**config.mk**
```make
export PLATFORM = sky130hd
export DESIGN_NAME = stack_rpn_ctrl
export DESIGN_NICKNAME = d
export VERILOG_FILES = /design/src/rtl/stack_rpn_ctrl.sv
export SDC_FILE = /design/constraint.sdc
export NUM_CORES = 1
export LEC_CHECK = 0
export BUFFER_PORTS_ARGS = -buffer_cell sky130_fd_sc_hd__buf_2
export CORE_ASPECT_RATIO = 2
export CORE_MARGIN = 2
export CORE_UTILIZATION = 47
export CTS_CLUSTER_DIAMETER = 100
export DETAILED_ROUTE_END_ITERATION = 7
export PLACE_DENSITY = 0.75
export REMOVE_ABC_BUFFERS = 1
export SYNTH_ARGS = -nofsm -noshare
export SYNTH_HDL_FRONTEND = slang
export SYNTH_SLANG_ARGS = --single-unit
export TNS_END_PERCENT = 100
```
**constraint.sdc**
```tcl
create_clock -name i_clk -period 2.7 [get_ports i_clk]
set_clock_uncertainty 0.2 [all_clocks]
set_input_delay 0.27 -clock i_clk [delete_from_list [all_inputs] [get_ports i_clk]]
set_output_delay 0.27 -clock i_clk [all_outputs]
set_load 0.03 [all_outputs]
```
**src/rtl/stack_rpn_ctrl.sv**
```systemverilog
// RPN command sequencer driving an external byte stack through push/pop pulses.
// The controller keeps its own entry count so it can refuse commands that would
// overflow or underflow the stack before any pulse reaches it.
module stack_rpn_ctrl #(
    parameter int unsigned DEPTH   = 16,
    parameter int unsigned POP_LAT = 2,
    localparam int unsigned DW     = $clog2(DEPTH + 1),
    localparam int unsigned CW     = $clog2(POP_LAT + 1)
) (
    input  logic          i_clk,
    input  logic          i_reset_n,
    input  logic          i_cmd_valid,
    output logic          o_cmd_ready,
    input  logic [2:0]    i_cmd_op,
    input  logic [7:0]    i_cmd_data,
    input  logic          i_err_clr,
    output logic          o_stk_push,
    output logic          o_stk_pop,
    output logic [7:0]    o_stk_data_in,
    input  logic [7:0]    i_stk_data_out,
    input  logic          i_stk_error,
    output logic          o_res_valid,
    output logic [7:0]    o_res_data,
    output logic [DW-1:0] o_depth,
    output logic          o_err_flag
);

    localparam logic [2:0] OP_NOP  = 3'b000;
    localparam logic [2:0] OP_PUSH = 3'b001;
    localparam logic [2:0] OP_POP  = 3'b010;
    localparam logic [2:0] OP_ADD  = 3'b011;
    localparam logic [2:0] OP_SUB  = 3'b100;
    localparam logic [2:0] OP_AND  = 3'b101;
    localparam logic [2:0] OP_XOR  = 3'b110;
    localparam logic [2:0] OP_DUP  = 3'b111;

    typedef enum logic [2:0] {
        StIdle,
        StPush,
        StPopA,
        StWaitA,
        StPopB,
        StWaitB,
        StWb
    } state_e;

    state_e          r_state;
    logic [2:0]      r_op;
    logic [7:0]      r_a;
    logic [CW-1:0]   r_cnt;
    logic            r_dup2;
    logic            r_cmd_ready;
    logic            r_stk_push;
    logic            r_stk_pop;
    logic [7:0]      r_stk_data_in;
    logic            r_res_valid;
    logic [7:0]      r_res_data;
    logic [DW-1:0]   r_depth;
    logic            r_err_flag;

    logic            w_accept;
    logic            w_cmd_ok;
    logic            w_reject;
    logic [7:0]      w_alu;

    // Command acceptance and depth-based legality check on the accept cycle.
    always_comb begin
        w_accept = i_cmd_valid & r_cmd_ready;
        case (i_cmd_op)
            OP_NOP:  w_cmd_ok = 1'b1;
            OP_PUSH: w_cmd_ok = (r_depth < DW'(DEPTH));
            OP_POP:  w_cmd_ok = (r_depth >= DW'(1));
            OP_DUP:  w_cmd_ok = (r_depth >= DW'(1)) && (r_depth < DW'(DEPTH));
            default: w_cmd_ok = (r_depth >= DW'(2));
        endcase
        w_reject = w_accept & ~w_cmd_ok;
    end

    // ALU: B is the older operand arriving now on the stack read port, A was popped first.
    always_comb begin
        w_alu = 8'h00;
        case (r_op)
            OP_ADD:  w_alu = i_stk_data_out + r_a;
            OP_SUB:  w_alu = i_stk_data_out - r_a;
            OP_AND:  w_alu = i_stk_data_out & r_a;
            OP_XOR:  w_alu = i_stk_data_out ^ r_a;
            default: w_alu = 8'h00;
        endcase
    end

    // Sequencer FSM with all outputs registered; pulses default low every cycle.
    always_ff @(posedge i_clk or negedge i_reset_n) begin
        if (!i_reset_n) begin
            r_state       <= StIdle;
            r_op          <= OP_NOP;
            r_a           <= 8'h00;
            r_cnt         <= '0;
            r_dup2        <= 1'b0;
            r_cmd_ready   <= 1'b0;
            r_stk_push    <= 1'b0;
            r_stk_pop     <= 1'b0;
            r_stk_data_in <= 8'h00;
            r_res_valid   <= 1'b0;
            r_res_data    <= 8'h00;
            r_depth       <= '0;
            r_err_flag    <= 1'b0;
        end else begin
            r_stk_push  <= 1'b0;
            r_stk_pop   <= 1'b0;
            r_res_valid <= 1'b0;

            // A set event in the same cycle as a clear keeps the flag high.
            if (w_reject || i_stk_error) begin
                r_err_flag <= 1'b1;
            end else if (i_err_clr) begin
                r_err_flag <= 1'b0;
            end

            case (r_state)
                StIdle: begin
                    r_cmd_ready <= 1'b1;
                    if (w_accept && w_cmd_ok && (i_cmd_op != OP_NOP)) begin
                        r_op        <= i_cmd_op;
                        r_cmd_ready <= 1'b0;
                        if (i_cmd_op == OP_PUSH) begin
                            r_stk_push    <= 1'b1;
                            r_stk_data_in <= i_cmd_data;
                            r_depth       <= r_depth + DW'(1);
                            r_state       <= StPush;
                        end else begin
                            r_stk_pop <= 1'b1;
                            r_depth   <= r_depth - DW'(1);
                            r_state   <= StPopA;
                        end
                    end
                end
                StPush: begin
                    r_cmd_ready <= 1'b1;
                    r_state     <= StIdle;
                end
                StPopA: begin
                    r_cnt   <= CW'(POP_LAT - 1);
                    r_state <= StWaitA;
                end
                StWaitA: begin
                    if (r_cnt == '0) begin
                        r_a <= i_stk_data_out;
                        if (r_op == OP_POP) begin
                            r_res_valid <= 1'b1;
                            r_res_data  <= i_stk_data_out;
                            r_state     <= StWb;
                        end else if (r_op == OP_DUP) begin
                            r_stk_push    <= 1'b1;
                            r_stk_data_in <= i_stk_data_out;
                            r_res_valid   <= 1'b1;
                            r_res_data    <= i_stk_data_out;
                            r_depth       <= r_depth + DW'(1);
                            r_dup2        <= 1'b0;
                            r_state       <= StWb;
                        end else begin
                            r_stk_pop <= 1'b1;
                            r_depth   <= r_depth - DW'(1);
                            r_state   <= StPopB;
                        end
                    end else begin
                        r_cnt <= r_cnt - CW'(1);
                    end
                end
                StPopB: begin
                    r_cnt   <= CW'(POP_LAT - 1);
                    r_state <= StWaitB;
                end
                StWaitB: begin
                    if (r_cnt == '0) begin
                        r_stk_push    <= 1'b1;
                        r_stk_data_in <= w_alu;
                        r_res_valid   <= 1'b1;
                        r_res_data    <= w_alu;
                        r_depth       <= r_depth + DW'(1);
                        r_state       <= StWb;
                    end else begin
                        r_cnt <= r_cnt - CW'(1);
                    end
                end
                StWb: begin
                    // DUP spends a second WB cycle re-pushing the same byte.
                    if ((r_op == OP_DUP) && !r_dup2) begin
                        r_stk_push <= 1'b1;
                        r_depth    <= r_depth + DW'(1);
                        r_dup2     <= 1'b1;
                    end else begin
                        r_cmd_ready <= 1'b1;
                        r_state     <= StIdle;
                    end
                end
                default: begin
                    r_state <= StIdle;
                end
            endcase
        end
    end

    assign o_cmd_ready   = r_cmd_ready;
    assign o_stk_push    = r_stk_push;
    assign o_stk_pop     = r_stk_pop;
    assign o_stk_data_in = r_stk_data_in;
    assign o_res_valid   = r_res_valid;
    assign o_res_data    = r_res_data;
    assign o_depth       = r_depth;
    assign o_err_flag    = r_err_flag;

endmodule

```
# Word level (Yosys, flattened, before mapping)
# Index checks and enable logic that the tools add are counted.
# word_totals
in_bits	24
out_inout_bits	26
reg_bits	43
# op_classes
eq_ne	25
reduce_logical	28
n_bitwise	5
n_mux	57
add_sub_neg	5
order_cmp	3
# op_table
op	count
2-to-1 mux 8 bit	8
2-to-1 mux 5 bit	7
case mux 8 bit (4 select lines)	1
equality test 3 bit, second input constant	8
case mux 8 bit (3 select lines)	1
2-to-1 mux 1 bit	22
case mux 5 bit (4 select lines)	1
inequality test 2 bit, second input constant	9
case mux 3 bit (6 select lines)	1
case mux 8 bit (2 select lines)	1
equality test 3 x 2 -> 1 bit, second input constant	5
2-to-1 mux 3 bit	4
nonzero test 3 bit	3
adder 8 bit	1
bitwise AND 8 bit	1
2-to-1 mux 2 bit	4
case mux 1 bit (4 select lines)	2
AND reduction 2 bit	4
AND reduction 4 bit	2
nonzero test 2 bit	4
subtractor 8 bit	1
XOR 8 bit	1
AND reduction 7 bit	1
equality test 3 x 1 -> 1 bit, second input constant	2
21 further kinds	29

# Depth between registers and ports, before layout
# depth
depth_word	7
mapped_depth	12

# Least setup slack after synthesis
# OpenSTA, ideal clock, no wires.
# synth_path
path_type	reg-to-reg
startpoint	reg r_op[0]
endpoint	reg r_stk_data_in[3], in the netlist o_stk_data_in[3]
stages_incl_launch_ff	11
setup_time_ns	0.125
n_path_buf	0
path_slack_ns	-0.152
synth_period_minus_slack_ns	2.852
t_arrival_ns	2.527
cell_sequence	dfrtp_1 nor3b_2 mux2_2 inv_1 ha_1 nor2b_1 o21a_1 or3_1 a31oi_1 o21ai_0 mux2_2
# synth_via
elab_chain_len	4
elab_cells_between_ends	12
classes_between	eq/ne: 8; mux: 3; reduce/logical: 1
# synth_rtl
item	line_no	text
from (decl)	48	logic [2:0] r_op;
from (signal assigned)	123	r_op <= i_cmd_op;
equality test 3 bit or equality test 3 x 2 -> 1 bit (tied branches)	82	case (r_op)
case mux 8 bit (4 select lines)	82	
2-to-1 mux 8 bit	174	if (r_cnt == '0) begin
case mux 8 bit (3 select lines)	119	case (r_state)
to (signal assigned)	127	r_stk_data_in <= i_cmd_data;
to (signal assigned)	154	r_stk_data_in <= i_stk_data_out;
to (signal assigned)	176	r_stk_data_in <= w_alu;
to (decl)	55	logic [7:0] r_stk_data_in;
# Several ways; a longest one is shown, not always the timed one. The select of a mux whose other input is x is not followed.
# A chain may end at the register's enable or synchronous reset.

# Final worst setup path
# layout_path
startpoint	reg r_op[0]
endpoint	reg r_stk_data_in[6], in the netlist o_stk_data_in[6]
# The elaborated chain is that of the path after synthesis.

==> flow_metrics.tcl <==
set metrics [dict create \
    ir_drop_mv 0.672 \
    cts_buffer_depth 2 \
    p_sw_mw 2.76 \
    min_to "o_err_flag" \
    synth_cell_type_count 59 \
    vias 3047 \
    num_rows 41 \
    layout_common_cells "49 x buf_2, 43 x dfrtp_1, 32 x nand2_1, 29 x buf_4, 24 x nor2_1" \
    seq_power_share 0.216 \
    fillers 588 \
    ant_nets 0 \
    antenna_found_initial 0 \
    crit_required_ps 2650 \
    grt_pass1_wl_mm 15.0 \
    rr_worst_depth 11 \
    wl_per_cell_um 18.9 \
    nets 468 \
    switching_share 0.483 \
    cp_cell_sequence "nor3b_2 > buf_4 > nor2_2 > xnor2_1 > ha_1 > nor2b_4 > o31a_1 > o21a_1 > or3_1 > nand4_1 > a32oi_1" \
    cts_root_buf "clkbuf_16" \
    fmax_ghz 0.355 \
    p_clk_frac 0.107 \
    period_minus_slack_ps 2820 \
    io_buffers 49 \
    layout_setup_ws_ps -115 \
    r2r_setup_slack_ps -120 \
    clock_latency_ps 290 \
    relSlewSlack 0.337 \
    fp.dieW_um 61.5 \
    hold_viol_final 0 \
    p_int_mw 2.96 \
    multi_input_comb_area_um2 2020 \
    post-route-period-util 1.04 \
    synth_edf_count 0 \
    grt_setup_unrepaired "yes" \
    fin_area_um2 3920 \
    min_delay_path_depth 4 \
    r2r-end "o_stk_data_in[6]" \
    status "complete, but fails checks" \
    hold_path_class "in2reg" \
    power_mw 5.72 \
    async_reset_ff_frac 1.00 \
    synthesis.area_um2 3100 \
    grt-ovfl-total 0 \
    syn_area_per_cell_um2 8.82 \
    critPathArrivalTime_ps 2760 \
    comb_power_share 0.677 \
    cts.sinks 43 \
    dpl.hpwl_mm 6.85 \
    cts.clk_slew.worst_paths_ps 60 \
    finalSetupViolCount 7 \
    synth-main-ff-cell "dfrtp_1" \
    final_max_slew_viol_count 0 \
    synth_warnings 0 \
    timing_worst_slew_pin_value_ps 994 \
    endpoint_kind "flop" \
    ys_seq_elements 43 \
    grt_pass1_vias 3043 \
    slowest_delay_ps 390 \
    start_util 0.488 \
    numCtsBuffers 5 \
    violations "negative setup slack" \
    core-area_um2 6360 \
    post_dp_cell_area_um2 3560 \
    r2r_start "r_op[0]" \
    hp-start "i_err_clr" \
    cts_tree "yes" \
    regArea_um2 1080 \
    cp_top_family "simple AND/OR/NAND/NOR gates" \
    ys_seq_area_frac 0.347 \
    gp_congestion 0.939 \
    grt_max_degree 44 \
    crit_type "reg2reg" \
    ios 50 \
    die_height_um 119 \
    slowest_stage "dfrtp_1" \
    startpoint_type "flop" \
    p_leak_nw 1.80 \
    grt_usage 0.277 \
    power_density_nw_per_um2 1460 \
    drt_wl_total_mm 9.66 \
    h-tree-depth 2 \
    syn2layout_area_growth_pct 26.4 \
    pre_cts_ws_ps -159 \
    die_area_um2 7310 \
    path_max_fanout 5 \
    vias_per_cell 5.97 \
    drt_pass1_iterations 5 \
    crit_buf_inv 1 \
    diodes 0 \
    drive_gt1_frac 0.304 \
    netlist_instances 352 \
    drc 0 \
    final_common_cell "buf_2" \
    drv_cap 0 \
    drtIter0Drc 193 \
]
[through the flow]
stage               std cells  utilization  TNS (ps)  hold slack [ps]
floorplan                 334            -     -2190             -226
global placement          495        0.560      -345              261
detailed placement        495        0.560      -879              279
CTS                       508        0.596      -555             60.6
global route              510        0.617     -1060             80.3
finish                    510        0.617      -451             55.7
[cell type report]
type,instances,share of cell area
clock inverters,2,0.00319
inverters,20,0.0191
clock buffers,6,0.0329
repair buffers,82,0.129
flip-flops and latches,43,0.274
well taps,86,0.0274
multi-input cells,271,0.514
[synth_stat cells (7+ instances only)]
master    number  area (um2)
inv_1         20        75.1
o21ai_0       25         125
xor2_1         7        61.3
ha_1          20         250
nand2_1       32         120
xnor2_1        9        78.8
a31oi_1        7        43.8
a21oi_1       25         125
clkbuf_1       9        33.8
nor2_1        26        97.6
a22o_1         9        78.8
dfrtp_1       43        1080
mux2_2        10         113
nor2b_1        9        56.3
[tightest hold or removal path, stage by stage]
cell	delay, ps
buf_2	100
inv_1	40
a21oi_1	50
o21ai_0	60
[metal layers]
| metal | share of wire | track usage |
|---|---|---|
| met4 | 0.073 | 0.203 |
| met5 | 0 | 0 |
| met3 | 0.054 | 0.0749 |
| met1 | 0.35 | 0.270 |
| met2 | 0.52 | 0.466 |
[state kept, by name, summed over array words and instances, names as in the netlist, 2 cells and up]
| name | cells |
|---|---|
| o_stk_data_in | 8 |
| r_a | 8 |
| r_state | 3 |
| r_cnt | 2 |
| o_res_data | 8 |
| r_op | 3 |
| o_depth | 5 |
[cell families (layout without fill, tap and decap cells)]
| family | Yosys count | count (layout) | synth area share |
|---|---|---|---|
| XOR/XNOR | 16 | 16 | 0.0451 |
| AND/OR/NAND/NOR | 105 | 105 | 0.170 |
| AO/OA/AOI/OAI | 116 | 116 | 0.252 |
| flip-flops | 43 | 43 | 0.347 |
| buffers and inverters | 38 | 110 | 0.0532 |
| multiplexers | 13 | 13 | 0.0460 |
| adder cells (fa/ha/maj) | 21 | 21 | 0.0871 |
[repair_timing]
action,in CTS,in global routing
endpoints found under the hold margin,44,0
endpoints found under the setup margin,11,17
gates cloned,0,0
hold buffers,2,0
pin swaps,8,13
setup buffers,3,2
gates resized for setup,13,24
[how the worst max path moves through the flow]
stage	from	endpoint	slack [ps]	cells past startpoint
floorplan	r_op[2]	o_res_data[7]	-310	10
global placement	r_op[0]	o_res_data[7]	-150	10
detailed placement	r_op[0]	o_stk_data_in[1]	-160	10
CTS	r_op[1]	o_stk_data_in[3]	-110	11
global route	r_op[0]	o_stk_data_in[7]	-190	11
finish	r_op[0]	o_stk_data_in[6]	-120	11
[power by group through the flow]
stage / registers (mW) / logic, mW / clock network [mW]
4_1_cts: 1.22 / 3.52 / 0.613
2_1_floorplan: 1.61 / 1.88 / 0
3_3_place_gp: 1.21 / 3.27 / 0
6_report: 1.24 / 3.88 / 0.611
3_5_place_dp: 1.23 / 3.35 / 0
5_1_grt: 1.28 / 4.18 / 0.641
No activity file was read; power rests on OpenSTA's default activity.
